[src/rtl/mem_req_arbiter_if.sv]
`timescale 1ns/1ps
`default_nettype none
// ============================================================================
//  Module      : mem_req_arbiter_if
//  Description : Shared dcache request/response port. The master side is
//                the arbiter and drives the request. The slave side is the
//                dcache and drives ready and the response.
//  Signals     : dc_req_valid/we/addr/wdata/wstrb  master -> slave
//                dc_req_ready, dc_resp_valid/rdata slave  -> master
//  Revision    : 1.0  initial release
// ============================================================================
interface mem_req_arbiter_if #(
    parameter int ADDR_WIDTH = 32,
    parameter int DATA_WIDTH = 32
);
    logic                      dc_req_valid;
    logic                      dc_req_ready;
    logic                      dc_req_we;
    logic [ADDR_WIDTH-1:0]     dc_req_addr;
    logic [DATA_WIDTH-1:0]     dc_req_wdata;
    logic [DATA_WIDTH/8-1:0]   dc_req_wstrb;
    logic                      dc_resp_valid;
    logic [DATA_WIDTH-1:0]     dc_resp_rdata;

    modport master (
        output dc_req_valid, dc_req_we, dc_req_addr, dc_req_wdata, dc_req_wstrb,
        input  dc_req_ready, dc_resp_valid, dc_resp_rdata
    );

    modport slave (
        input  dc_req_valid, dc_req_we, dc_req_addr, dc_req_wdata, dc_req_wstrb,
        output dc_req_ready, dc_resp_valid, dc_resp_rdata
    );
endinterface
`default_nettype wire

[src/rtl/mem_req_arbiter.sv]
`timescale 1ns/1ps
`default_nettype none
// ============================================================================
//  Module      : mem_req_arbiter
//  Description : Sequences the two issue lanes' load/store requests onto the
//                single shared dcache port. Both lanes are captured together
//                and issued to the dcache strictly lane 0 first, with at most
//                one request outstanding. pause_req holds the pipeline until
//                every response is back. Handles flush-abort and draining of
//                an already accepted request. A sticky watchdog flags
//                responses that take too long.
//  Ports       : clk, rst        clock, asynchronous active-high reset
//                flush           pipeline flush for the mem slot
//                lane_valid/we/addr/wdata/wstrb   per-lane request inputs
//                lane_done       one-cycle completion pulse per lane
//                lane_rdata      load data, held until overwritten
//                pause_req       stall request to ctrl
//                dcache          shared dcache port (master modport)
//                timeout_err     sticky watchdog flag
//  Revision    : 1.0  initial release
// ============================================================================
module mem_req_arbiter #(
    parameter int ADDR_WIDTH     = 32,
    parameter int DATA_WIDTH     = 32,
    parameter int TIMEOUT_CYCLES = 255
) (
    input  wire logic                          clk,
    input  wire logic                          rst,
    input  wire logic                          flush,
    input  wire logic [1:0]                    lane_valid,
    input  wire logic [1:0]                    lane_we,
    input  wire logic [1:0][ADDR_WIDTH-1:0]    lane_addr,
    input  wire logic [1:0][DATA_WIDTH-1:0]    lane_wdata,
    input  wire logic [1:0][DATA_WIDTH/8-1:0]  lane_wstrb,
    output logic      [1:0]                    lane_done,
    output logic      [1:0][DATA_WIDTH-1:0]    lane_rdata,
    output logic                               pause_req,
    mem_req_arbiter_if.master                  dcache,
    output logic                               timeout_err
);

    localparam int         c_STRB_WIDTH = DATA_WIDTH / 8;
    localparam logic [7:0] c_WD_LIMIT   = TIMEOUT_CYCLES[7:0];

    typedef enum logic [2:0] {
        ST_IDLE  = 3'd0,
        ST_REQ0  = 3'd1,
        ST_WAIT0 = 3'd2,
        ST_REQ1  = 3'd3,
        ST_WAIT1 = 3'd4,
        ST_DRAIN = 3'd5,
        ST_DONE  = 3'd6
    } state_t;

    state_t r_state;
    state_t w_state_next;

    // Captured request set
    logic [1:0]                    r_pending;
    logic [1:0]                    r_we;
    logic [1:0][ADDR_WIDTH-1:0]    r_addr;
    logic [1:0][DATA_WIDTH-1:0]    r_wdata;
    logic [1:0][c_STRB_WIDTH-1:0]  r_wstrb;
    logic [1:0][DATA_WIDTH-1:0]    r_rdata;

    // Watchdog
    logic [7:0]                    r_wd_cnt;
    logic                          r_timeout_err;

    logic w_capture;
    logic w_cur;
    logic w_in_req;
    logic w_in_wait;
    logic w_waiting;
    logic w_rdata_we;
    logic w_wd_entry;
    logic w_wd_tick;

    assign w_capture = (r_state == ST_IDLE) && (|lane_valid) && !flush;
    // Lane currently being served; only meaningful in REQx/WAITx.
    assign w_cur     = (r_state == ST_REQ1) || (r_state == ST_WAIT1);
    assign w_in_req  = (r_state == ST_REQ0) || (r_state == ST_REQ1);
    assign w_in_wait = (r_state == ST_WAIT0) || (r_state == ST_WAIT1);
    assign w_waiting = w_in_wait || (r_state == ST_DRAIN);

    // ------------------------------------------------------------------------
    // State register
    // ------------------------------------------------------------------------
    always_ff @(posedge clk or posedge rst) begin
        if (rst) begin
            r_state <= ST_IDLE;
        end else begin
            r_state <= w_state_next;
        end
    end

    // ------------------------------------------------------------------------
    // Next-state logic. Flush takes priority over every other condition.
    // ------------------------------------------------------------------------
    always_comb begin
        w_state_next = r_state;
        w_rdata_we   = 1'b0;
        case (r_state)
            ST_IDLE: begin
                if (w_capture) begin
                    w_state_next = lane_valid[0] ? ST_REQ0 : ST_REQ1;
                end
            end
            ST_REQ0, ST_REQ1: begin
                if (flush) begin
                    // Once accepted, the dcache still owes us a response.
                    w_state_next = dcache.dc_req_ready ? ST_DRAIN : ST_IDLE;
                end else if (dcache.dc_req_ready) begin
                    w_state_next = (r_state == ST_REQ0) ? ST_WAIT0 : ST_WAIT1;
                end
            end
            ST_WAIT0, ST_WAIT1: begin
                if (flush) begin
                    w_state_next = dcache.dc_resp_valid ? ST_IDLE : ST_DRAIN;
                end else if (dcache.dc_resp_valid) begin
                    w_rdata_we = !r_we[w_cur];
                    if (!w_cur && r_pending[1]) begin
                        w_state_next = ST_REQ1;
                    end else begin
                        w_state_next = ST_DONE;
                    end
                end
            end
            ST_DRAIN: begin
                if (dcache.dc_resp_valid) begin
                    w_state_next = ST_IDLE;
                end
            end
            ST_DONE: begin
                w_state_next = ST_IDLE;
            end
            default: begin
                w_state_next = ST_IDLE;
            end
        endcase
    end

    // ------------------------------------------------------------------------
    // Request capture and load-data return
    // ------------------------------------------------------------------------
    always_ff @(posedge clk or posedge rst) begin
        if (rst) begin
            r_pending <= '0;
            r_we      <= '0;
            r_addr    <= '0;
            r_wdata   <= '0;
            r_wstrb   <= '0;
        end else if (w_capture) begin
            r_pending <= lane_valid;
            r_we      <= lane_we;
            r_addr    <= lane_addr;
            r_wdata   <= lane_wdata;
            r_wstrb   <= lane_wstrb;
        end
    end

    // Load data is not cleared on capture; it is only replaced by a new load.
    always_ff @(posedge clk or posedge rst) begin
        if (rst) begin
            r_rdata <= '0;
        end else if (w_rdata_we) begin
            r_rdata[w_cur] <= dcache.dc_resp_rdata;
        end
    end

    // ------------------------------------------------------------------------
    // Watchdog: restarts on every entry into a response-waiting state, counts
    // response-less waiting cycles, and saturates at the limit.
    // ------------------------------------------------------------------------
    assign w_wd_entry = ((w_state_next == ST_WAIT0) || (w_state_next == ST_WAIT1) ||
                         (w_state_next == ST_DRAIN)) && (w_state_next != r_state);
    assign w_wd_tick  = w_waiting && !dcache.dc_resp_valid && !w_wd_entry;

    always_ff @(posedge clk or posedge rst) begin
        if (rst) begin
            r_wd_cnt      <= '0;
            r_timeout_err <= 1'b0;
        end else if (w_wd_entry) begin
            r_wd_cnt <= '0;
        end else if (w_wd_tick && (r_wd_cnt != c_WD_LIMIT)) begin
            r_wd_cnt <= r_wd_cnt + 8'd1;
            if ((r_wd_cnt + 8'd1) == c_WD_LIMIT) begin
                r_timeout_err <= 1'b1;
            end
        end
    end

    // ------------------------------------------------------------------------
    // Outputs. Payload is zeroed when no request is presented so the bus is
    // quiet outside REQx.
    // ------------------------------------------------------------------------
    assign dcache.dc_req_valid = w_in_req;
    assign dcache.dc_req_we    = w_in_req ? r_we[w_cur]    : 1'b0;
    assign dcache.dc_req_addr  = w_in_req ? r_addr[w_cur]  : '0;
    assign dcache.dc_req_wdata = w_in_req ? r_wdata[w_cur] : '0;
    assign dcache.dc_req_wstrb = w_in_req ? r_wstrb[w_cur] : '0;

    assign pause_req   = w_capture || w_in_req || w_waiting;
    assign lane_done   = (r_state == ST_DONE) ? (r_pending & {2{!flush}}) : 2'b00;
    assign lane_rdata  = r_rdata;
    assign timeout_err = r_timeout_err;

endmodule
`default_nettype wire

[src/flat_wrapper.sv]
// flat-port wrapper written by rule: the top's interface ports become plain ports
module mem_req_arbiter_flat 
#(
    parameter int ADDR_WIDTH     = 32,
    parameter int DATA_WIDTH     = 32,
    parameter int TIMEOUT_CYCLES = 255
)
  (clk, rst, flush, lane_valid, lane_we, lane_addr, lane_wdata, lane_wstrb, lane_done, lane_rdata, pause_req, timeout_err, dcache_dc_req_valid, dcache_dc_req_we, dcache_dc_req_addr, dcache_dc_req_wdata, dcache_dc_req_wstrb, dcache_dc_req_ready, dcache_dc_resp_valid, dcache_dc_resp_rdata);
  mem_req_arbiter_if #(.ADDR_WIDTH(ADDR_WIDTH), .DATA_WIDTH(DATA_WIDTH)) dcache_i ();
  input  wire logic clk;
  input  wire logic rst;
  input  wire logic flush;
  input  wire logic [1:0] lane_valid;
  input  wire logic [1:0] lane_we;
  input  wire logic [1:0][ADDR_WIDTH-1:0] lane_addr;
  input  wire logic [1:0][DATA_WIDTH-1:0] lane_wdata;
  input  wire logic [1:0][DATA_WIDTH/8-1:0] lane_wstrb;
  output logic      [1:0] lane_done;
  output logic      [1:0][DATA_WIDTH-1:0] lane_rdata;
  output logic pause_req;
  output logic timeout_err;
  output wire logic [$bits(dcache_i.dc_req_valid)-1:0] dcache_dc_req_valid;
  output wire logic [$bits(dcache_i.dc_req_we)-1:0] dcache_dc_req_we;
  output wire logic [$bits(dcache_i.dc_req_addr)-1:0] dcache_dc_req_addr;
  output wire logic [$bits(dcache_i.dc_req_wdata)-1:0] dcache_dc_req_wdata;
  output wire logic [$bits(dcache_i.dc_req_wstrb)-1:0] dcache_dc_req_wstrb;
  input wire logic [$bits(dcache_i.dc_req_ready)-1:0] dcache_dc_req_ready;
  input wire logic [$bits(dcache_i.dc_resp_valid)-1:0] dcache_dc_resp_valid;
  input wire logic [$bits(dcache_i.dc_resp_rdata)-1:0] dcache_dc_resp_rdata;
  assign dcache_dc_req_valid = dcache_i.dc_req_valid;
  assign dcache_dc_req_we = dcache_i.dc_req_we;
  assign dcache_dc_req_addr = dcache_i.dc_req_addr;
  assign dcache_dc_req_wdata = dcache_i.dc_req_wdata;
  assign dcache_dc_req_wstrb = dcache_i.dc_req_wstrb;
  assign dcache_i.dc_req_ready = dcache_dc_req_ready;
  assign dcache_i.dc_resp_valid = dcache_dc_resp_valid;
  assign dcache_i.dc_resp_rdata = dcache_dc_resp_rdata;
  mem_req_arbiter #(.ADDR_WIDTH(ADDR_WIDTH), .DATA_WIDTH(DATA_WIDTH), .TIMEOUT_CYCLES(TIMEOUT_CYCLES)) u_core (.clk(clk), .rst(rst), .flush(flush), .lane_valid(lane_valid), .lane_we(lane_we), .lane_addr(lane_addr), .lane_wdata(lane_wdata), .lane_wstrb(lane_wstrb), .lane_done(lane_done), .lane_rdata(lane_rdata), .pause_req(pause_req), .dcache(dcache_i), .timeout_err(timeout_err));
endmodule
[config.mk]
export PLATFORM = sky130hd
export DESIGN_NAME = mem_req_arbiter_flat
export DESIGN_NICKNAME = d
export VERILOG_FILES = /design/src/rtl/mem_req_arbiter_if.sv /design/src/rtl/mem_req_arbiter.sv /design/src/flat_wrapper.sv
export SDC_FILE = /design/constraint.sdc
export NUM_CORES = 1
export LEC_CHECK = 0
export CAP_MARGIN = 20
export CORE_ASPECT_RATIO = 1.1
export CORE_MARGIN = 2
export CORE_UTILIZATION = 50
export DETAILED_ROUTE_END_ITERATION = 10
export PLACE_DENSITY = 0.89
export SYNTH_ARGS = -nofsm -noshare
export SYNTH_HDL_FRONTEND = slang
export SYNTH_SLANG_ARGS = --single-unit
[constraint.sdc]
create_clock -name clk -period 18.7 [get_ports clk]
set_input_delay 1.87 -clock clk [delete_from_list [all_inputs] [get_ports clk]]
set_output_delay 1.87 -clock clk [all_outputs]
set_load 0.02 [all_outputs]
==> flow_metrics.env, run 1 <==
export IMPL_status="complete, no violations"
export IMPL_met2_wirelength_um=13000
export IMPL_synth_area_um2=9470
export IMPL_clk_pin_slew_worst_paths_ps=50
export IMPL_syn_avg_cell_area_um2=9.64
export IMPL_fraction_of_registers_with_async_set_or_reset_after_synthesis_pct=100
export IMPL_via_total_after_detailed_routing=7853
export IMPL_overflow=0
export IMPL_clock_skew_ps=19.6
export IMPL_postSynthNetCount=1162
export IMPL_synth_cell_type_count=43
export IMPL_post_cts_resized_instances=0
export IMPL_postSynthRegisterBits=216
export IMPL_fin_ws_ps=12810
export IMPL_cellLeakagePower_nw=6.41
export IMPL_synth_edf_count=0
export IMPL_data_required_time_of_the_worst_path_ps=16830
export IMPL_fp_dieH_um=148
export IMPL_post_cts_hold_buffer_count=0
export IMPL_areaGrowthSynthToFinish_pct=43.4
export IMPL_crit_path_max_fanout=52
export IMPL_buffer_type_at_the_clock_tree_root="sky130_fd_sc_hd__clkbuf_16"
export IMPL_finalWirelength_um=26100
export IMPL_final_instance_count_excl_fill=1532
export IMPL_worst_slew_pin_transition_ps=1320
export IMPL_fin_setup_tns_ps=0
export IMPL_share_of_cells_above_drive_strength_1_pct=9.39
export IMPL_place_gp_congestion=0.803
export IMPL_synthesis_instances=983
export IMPL_grt_first_pass_wirelength_um=41200
export IMPL_cts_tree="done"
export IMPL_antennaDiodeCount=0
export IMPL_synth_sequential_area_ratio_pct=57.1
export IMPL_reg2reg_from="u_core.r_state[2]"
export IMPL_fp_rows=52
export IMPL_synthAdderAreaFrac_pct=0.264
export IMPL_slew_limit_headroom_pct=12.2
export IMPL_worst_setup_path_start_kind="input port"
export IMPL_detailroute_wirelength_met3_um=1780
export IMPL_grt_setup_unrepaired="no"
export IMPL_cts_made_buffers=23
export IMPL_avgRoutedWirePerCell_um=17.1
export IMPL_setup_viol_count_final=0
export IMPL_m1WireLength_um=10200
export IMPL_detail_route_vias_per_cell=5.13
export IMPL_report_final_hold_viol_count=0
export IMPL_worst_min_delay_path_category="reg -> reg"
export IMPL_cp_startpoint="flush"
export IMPL_timing_critical_path_arrival_ps=4020
export IMPL_yosys_area_share_xor_xnor_pct=1.20
export IMPL_max_cap_violations=0
export IMPL_cts_sinks=216
export IMPL_combinational_family_with_the_most_area_after_synthesis="simple AND/OR/NAND/NOR gates"
export IMPL_top_routing_layer_in_use="met4"
export IMPL_placeableCoreArea_um2=18500
export IMPL_grt_usage_pct=25.7
export IMPL_layout_filler_cells=1295
export IMPL_grt_pass1_vias=8123
export IMPL_route_detailed_drc=0
export IMPL_layout_min_cycle_time_ps=5890
export IMPL_finalNetCount=1453
export IMPL_place_worst_setup_slack_ps=12840
export IMPL_io_pins=315
export IMPL_numPlacedInstances=1491
export IMPL_crit_path_kind="in -> out"
export IMPL_grt_antenna_before_repair=0
export IMPL_portion_of_netlist_area_occupied_by_mux_cells_pct=14.9
export IMPL_max_clock_path_buffers=3
export IMPL_synth_main_ff_cell="sky130_fd_sc_hd__dfrtp_1"
export IMPL_grt_start_max_net_pins=138
export IMPL_hpwlAfterDp_um=17400
export IMPL_die_x_um=135
export IMPL_worstHoldStart="u_core.r_addr[9]"
export IMPL_drt_pre_antenna_iters=5
export IMPL_drt_antenna_violating_nets=0
export IMPL_detail_route_iter0_violations=429
export IMPL_port_buffer_count=314
export IMPL_drv_slew=0
export IMPL_p_total_w=0.00221
export IMPL_cts_setup_buffers=0
export IMPL_utilization_pct=73.5
export IMPL_final_min_period_over_clock_period_pct=31.5
export IMPL_htree_levels=1
export IMPL_irDropWorstVdd_mv=0.115
export IMPL_floorplan_die_area_um2=20100
export IMPL_share_of_the_synthesized_area_in_compound_gates_ao_oa_aoi_oai_pct=1.55
export IMPL_clock_insertion_delay_worst_skew_ps=500
export IMPL_initial_utilization_pct=51.3
export IMPL_end_kind="output port"
export IMPL_ys_warn_count=0
export IMPL_synth_simple_gate_area_share_pct=22.4
export IMPL_cellPowerDensity_nw_per_um2=163
export IMPL_max_freq_mhz=170
## routing by layer
| metal | GRT usage [%] | vias to the layer above |
|---|---|---|
| li1 | - | 3721 |
| met1 | 31.3 | 3782 |
| met2 | 43.7 | 272 |
| met3 | 6.37 | 78 |
| met4 | 10.7 | 0 |
| met5 | 0 | - |
## cell type report
class                   count  area [µm²]  share of cell area [%]
multi-input cells         705        3840                    28.3
flip-flops and latches    216        5410                    39.8
inverters                   5        26.3                   0.194
well taps                 243         304                    2.24
clock inverters             9        95.1                   0.700
repair buffers            323        3230                    23.8
clock buffers              31         676                    4.98
## report_power, final
part | total [W] | internal [W] | switching [W] | leakage, nW
clock | 0.000460 | 0.000279 | 0.000181 | 0.391
sequential | 0.000807 | 0.000674 | 0.000133 | 2.72
combinational | 0.000946 | 0.000432 | 0.000513 | 3.30
total | 0.00221 | 0.00139 | 0.000827 | 6.41
## flip-flops by register name, summed over array words and instances, names as in the netlist
name,flops
u_core.r_wstrb,8
u_core.r_state,3
u_core.lane_rdata,64
u_core.timeout_err,1
u_core.r_wdata,64
u_core.r_wd_cnt,8
u_core.r_pending,2
u_core.r_we,2
u_core.r_addr,64
## cell usage in the layout (no fill, tap or decap), types with 2 or more instances in the layout
cell,netlist,final
sky130_fd_sc_hd__nor2b_1,4,4
sky130_fd_sc_hd__bufinv_16,0,2
sky130_fd_sc_hd__dfrtp_1,216,215
sky130_fd_sc_hd__a21o_1,2,2
sky130_fd_sc_hd__or3_1,2,2
sky130_fd_sc_hd__and2_1,2,2
sky130_fd_sc_hd__mux2i_1,69,69
sky130_fd_sc_hd__nor2_1,78,78
sky130_fd_sc_hd__and4_1,4,4
sky130_fd_sc_hd__clkinv_2,0,7
sky130_fd_sc_hd__a32oi_1,2,2
sky130_fd_sc_hd__clkbuf_8,0,7
sky130_fd_sc_hd__clkbuf_16,0,23
sky130_fd_sc_hd__inv_1,3,2
sky130_fd_sc_hd__nand2_1,431,431
sky130_fd_sc_hd__buf_4,3,8
sky130_fd_sc_hd__inv_2,2,2
sky130_fd_sc_hd__nand4b_1,2,2
sky130_fd_sc_hd__ha_1,2,2
sky130_fd_sc_hd__xnor2_1,4,4
sky130_fd_sc_hd__o211ai_1,2,2
sky130_fd_sc_hd__nand4_1,2,2
sky130_fd_sc_hd__xor2_1,9,9
sky130_fd_sc_hd__clkdlybuf4s50_1,0,314
sky130_fd_sc_hd__mux2_2,64,64
sky130_fd_sc_hd__nand3_1,6,6
## through the flow
step / hold WS [ps] / cell area [µm²]
6_report: 470 / 13600
5_1_grt: 493 / 13600
4_1_cts: 475 / 13600
3_5_place_dp: 461 / 12800
3_3_place_gp: 455 / 12800
2_1_floorplan: 438 / 9470
## worst max-delay path, stage by stage
cell and delay (ps):
sky130_fd_sc_hd__clkdlybuf4s50_1 620, sky130_fd_sc_hd__nor4_4 420, sky130_fd_sc_hd__o21ai_4 90, sky130_fd_sc_hd__buf_4 300, sky130_fd_sc_hd__nand2_1 110, sky130_fd_sc_hd__clkdlybuf4s50_1 600
## worst paths after layout
path	end	slack [ps]	cells after the start
worst max-delay path	pause_req	12810	6
worst min-delay path	u_core.r_addr[9]	470	2
worst max register to register	u_core.timeout_err	14580	8
worst min register to register	u_core.r_addr[9]	470	2
max in group asynchronous	u_core.r_addr[5]	15400	4
min in group asynchronous	u_core.r_addr[29]	1970	2
## synthesized netlist by cell type, drive strengths merged, types with 2 or more instances
library cell  instances  area, µm²
xor2                  9       78.8
nor2b                 4       25.0
and2                  2       12.5
nand2b                2       12.5
clkbuf               45        169
ha                    2       25.0
dfrtp               216       5410
and4                  4       35.0
a21o                  2       15.0
o21ai                 2       13.8
nand2               431       1620
xnor2                 4       35.0
nor4                  2       27.5
nand4                 2       12.5
inv                   5       18.8
mux2                 64        721
nand3                 6       30.0
a32oi                 2       17.5
o211ai                2       15.0
nand4b                2       17.5
buf                  12       58.8
or3                   2       12.5
nor2                 78        293
mux2i                69        691
## cell families (layout without fill, tap and decap cells)
kind of cell / Yosys count / count (layout)
buffers and inverters: 62 / 368
xor gates and xnor gates: 13 / 13
DFF: 216 / 216
adders and majority gates: 2 / 2
muxes: 133 / 133
and+or+nand+nor: 539 / 539
AOI/OAI and AO/OA: 18 / 18
Note: power is estimated with default switching activity, not from simulation.
==> run 2, diff against run 1 <==
--- a/config.mk
+++ b/config.mk
@@ -8,9 +8,9 @@
 export CAP_MARGIN = 20
 export CORE_ASPECT_RATIO = 1.1
 export CORE_MARGIN = 2
-export CORE_UTILIZATION = 50
+export CORE_UTILIZATION = 42
 export DETAILED_ROUTE_END_ITERATION = 10
-export PLACE_DENSITY = 0.89
+export PLACE_DENSITY = 0.8
 export SYNTH_ARGS = -nofsm -noshare
 export SYNTH_HDL_FRONTEND = slang
 export SYNTH_SLANG_ARGS = --single-unit
==> constraint.sdc (replaced) <==
create_clock -name clk -period 4.9 [get_ports clk]
set_input_delay 0.49 -clock clk [delete_from_list [all_inputs] [get_ports clk]]
set_output_delay 0.49 -clock clk [all_outputs]
set_load 0.02 [all_outputs]
==> flow_metrics.env, run 2 (synthesized netlist as in run 1, its figures left out) <==
export IMPL_cells_along_the_critical_path="buf_4, mux2i_1, nor2_1, clkdlybuf4s50_1"
export IMPL_setup_viol_count_final=0
export IMPL_share_of_cells_above_drive_strength_1_pct=9.65
export IMPL_report_final_hold_viol_count=0
export IMPL_worst_setup_path_start_kind="flop"
export IMPL_grt_setup_unrepaired="no"
export IMPL_delay_of_the_slowest_cell_on_the_worst_path_ps=850
export IMPL_critPathTopFamily="buffers and inverters"
export IMPL_final_min_period_over_clock_period_pct=74.0
export IMPL_areaGrowthSynthToFinish_pct=45.6
export IMPL_cts_made_buffers=24
export IMPL_layout_commonest_cell="sky130_fd_sc_hd__nand2_1"
export IMPL_die_x_um=147
export IMPL_layout_min_cycle_time_ps=3620
export IMPL_avgRoutedWirePerCell_um=15.9
export IMPL_sw_frac_of_total_pct=36.2
export IMPL_cts_setup_buffers=0
export IMPL_crit_path_max_fanout=52
export IMPL_placeableCoreArea_um2=22100
export IMPL_place_worst_setup_slack_ps=1560
export IMPL_end_kind="output port"
export IMPL_slew_limit_headroom_pct=25.3
export IMPL_cellPowerDensity_nw_per_um2=625
export IMPL_max_clock_path_buffers=3
export IMPL_crit_path_kind="reg -> out"
export IMPL_final_instance_count_excl_fill=1592
export IMPL_max_cap_violations=0
export IMPL_numPlacedInstances=1547
export IMPL_htree_levels=1
export IMPL_drt_pre_antenna_iters=4
export IMPL_grt_first_pass_wirelength_um=41500
export IMPL_timing_critical_path_arrival_ps=3130
export IMPL_irDropWorstVdd_mv=0.319
export IMPL_hpwlAfterDp_um=17400
export IMPL_route_detailed_drc=0
export IMPL_grt_antenna_before_repair=2
export IMPL_grt_pass1_vias=8086
export IMPL_drt_antenna_violating_nets=0
export IMPL_crit_path_slowest_cell="sky130_fd_sc_hd__buf_4"
export IMPL_drv_slew=0
export IMPL_via_total_after_detailed_routing=7761
export IMPL_floorplan_die_area_um2=23800
export IMPL_io_pins=315
export IMPL_worst_min_delay_path_category="reg -> reg"
export IMPL_finalNetCount=1457
export IMPL_overflow=0
export IMPL_worst_slew_pin_transition_ps=1120
export IMPL_power_sequential_fraction_pct=35.5
export IMPL_power_switching_w=0.00312
export IMPL_intPower_w=0.00550
export IMPL_cts_sinks=216
export IMPL_detail_route_iter0_violations=410
export IMPL_detail_route_vias_per_cell=4.88
export IMPL_fp_dieH_um=162
export IMPL_post_cts_hold_buffer_count=0
export IMPL_clock_insertion_delay_worst_skew_ps=510
export IMPL_fin_setup_tns_ps=0
export IMPL_number_of_buffers_and_inverters_on_the_critical_path=2
export IMPL_cellLeakagePower_nw=6.46
export IMPL_initial_utilization_pct=42.8
export IMPL_fp_rows=57
export IMPL_clock_skew_ps=14.3
export IMPL_mostFrequentLayoutCells="sky130_fd_sc_hd__nand2_1, sky130_fd_sc_hd__clkdlybuf4s50_1, sky130_fd_sc_hd__dfrtp_1"
export IMPL_clock_power_share_pct=22.9
export IMPL_power_share_combinational_pct=41.6
export IMPL_status="complete, no violations"
export IMPL_data_required_time_of_the_worst_path_ps=4410
export IMPL_clk_pin_slew_worst_paths_ps=60
export IMPL_buffer_type_at_the_clock_tree_root="sky130_fd_sc_hd__clkbuf_16"
export IMPL_layout_filler_cells=1813
export IMPL_finalWirelength_um=25400
export IMPL_port_buffer_count=314
export IMPL_grt_start_max_net_pins=96
export IMPL_max_freq_mhz=276
export IMPL_place_gp_congestion=0.856
export IMPL_final_seq_area_um2=5410
export IMPL_fin_ws_ps=1280
export IMPL_grt_usage_pct=21.4
export IMPL_multi_input_comb_area_um2=3840
export IMPL_post_cts_resized_instances=0
export IMPL_cts_tree="done"
==> run 2: cell types whose count changed in the layout (fill, tap and decap cells not counted), sizes merged <==
cell / delta
clkinvlp: +2
inv: -1
clkbuf: +6
buf: +3
diode: +1
clkinv: -5
bufinv: +2
==> run 2: routing by layer <==
layer	up-vias	track usage (%)	part of all wire [%]
met5	-	0	0
met4	0	6.64	2.6
met3	46	4.60	6.7
met2	242	37.9	51
met1	3737	26.1	39
li1	3736	-	-
==> run 2: path summary, 6_finish.rpt <==
check | from | end | slack (ps) | cells past startpoint
setup / recovery | u_core.r_state[1] | dcache_dc_req_wdata[1] | 1280 | 4
min in group asynchronous | rst | u_core.lane_rdata[42] | 500 | 2
hold / removal | u_core.r_addr[18] | u_core.r_addr[18] | 470 | 2
max in group asynchronous | rst | u_core.r_wstrb[0] | 3420 | 3
hold reg to reg | u_core.r_addr[18] | u_core.r_addr[18] | 470 | 2
setup reg to reg | u_core.r_state[1] | u_core.timeout_err | 1930 | 6
==> run 2: final cells by class <==
| class | count | area share [%] |
|---|---|---|
| inverter | 5 | 0.163 |
| clock inverter | 7 | 0.998 |
| timing repair buffer | 326 | 23.6 |
| antenna | 1 | 0.0182 |
| tap | 295 | 2.68 |
| clock buffer | 37 | 5.45 |
| multi-input combinational | 705 | 27.8 |
| sequential | 216 | 39.2 |
==> run 2: worst min-delay path: stages, from the launching register on <==
cell and delay (ps):
sky130_fd_sc_hd__dfrtp_1 340, sky130_fd_sc_hd__nand2_1 50, sky130_fd_sc_hd__nand2_1 50
==> run 2: stage by stage <==
| step | total power, W | hold WS [ps] | cell area, µm² | util (%) |
|---|---|---|---|---|
| after CTS | 0.00871 | 476 | 13800 | 62.3 |
| after detailed placement | 0.00669 | 461 | 12900 | 58.3 |
| after floorplan | 0.00518 | 438 | 9480 | - |
| final | 0.00862 | 470 | 13800 | 62.4 |
| after global routing | 0.00917 | 491 | 13800 | 62.3 |
| after global placement | 0.00658 | 456 | 12900 | 58.3 |
==> run 2: power groups by stage <==
stage / logic, W / clock network (W) / registers (W)
floorplan: 0.00198 / 0 / 0.00320
detailed placement: 0.00360 / 0 / 0.00309
global placement: 0.00353 / 0 / 0.00305
global route: 0.00391 / 0.00210 / 0.00316
CTS: 0.00363 / 0.00202 / 0.00306
finish: 0.00358 / 0.00197 / 0.00306
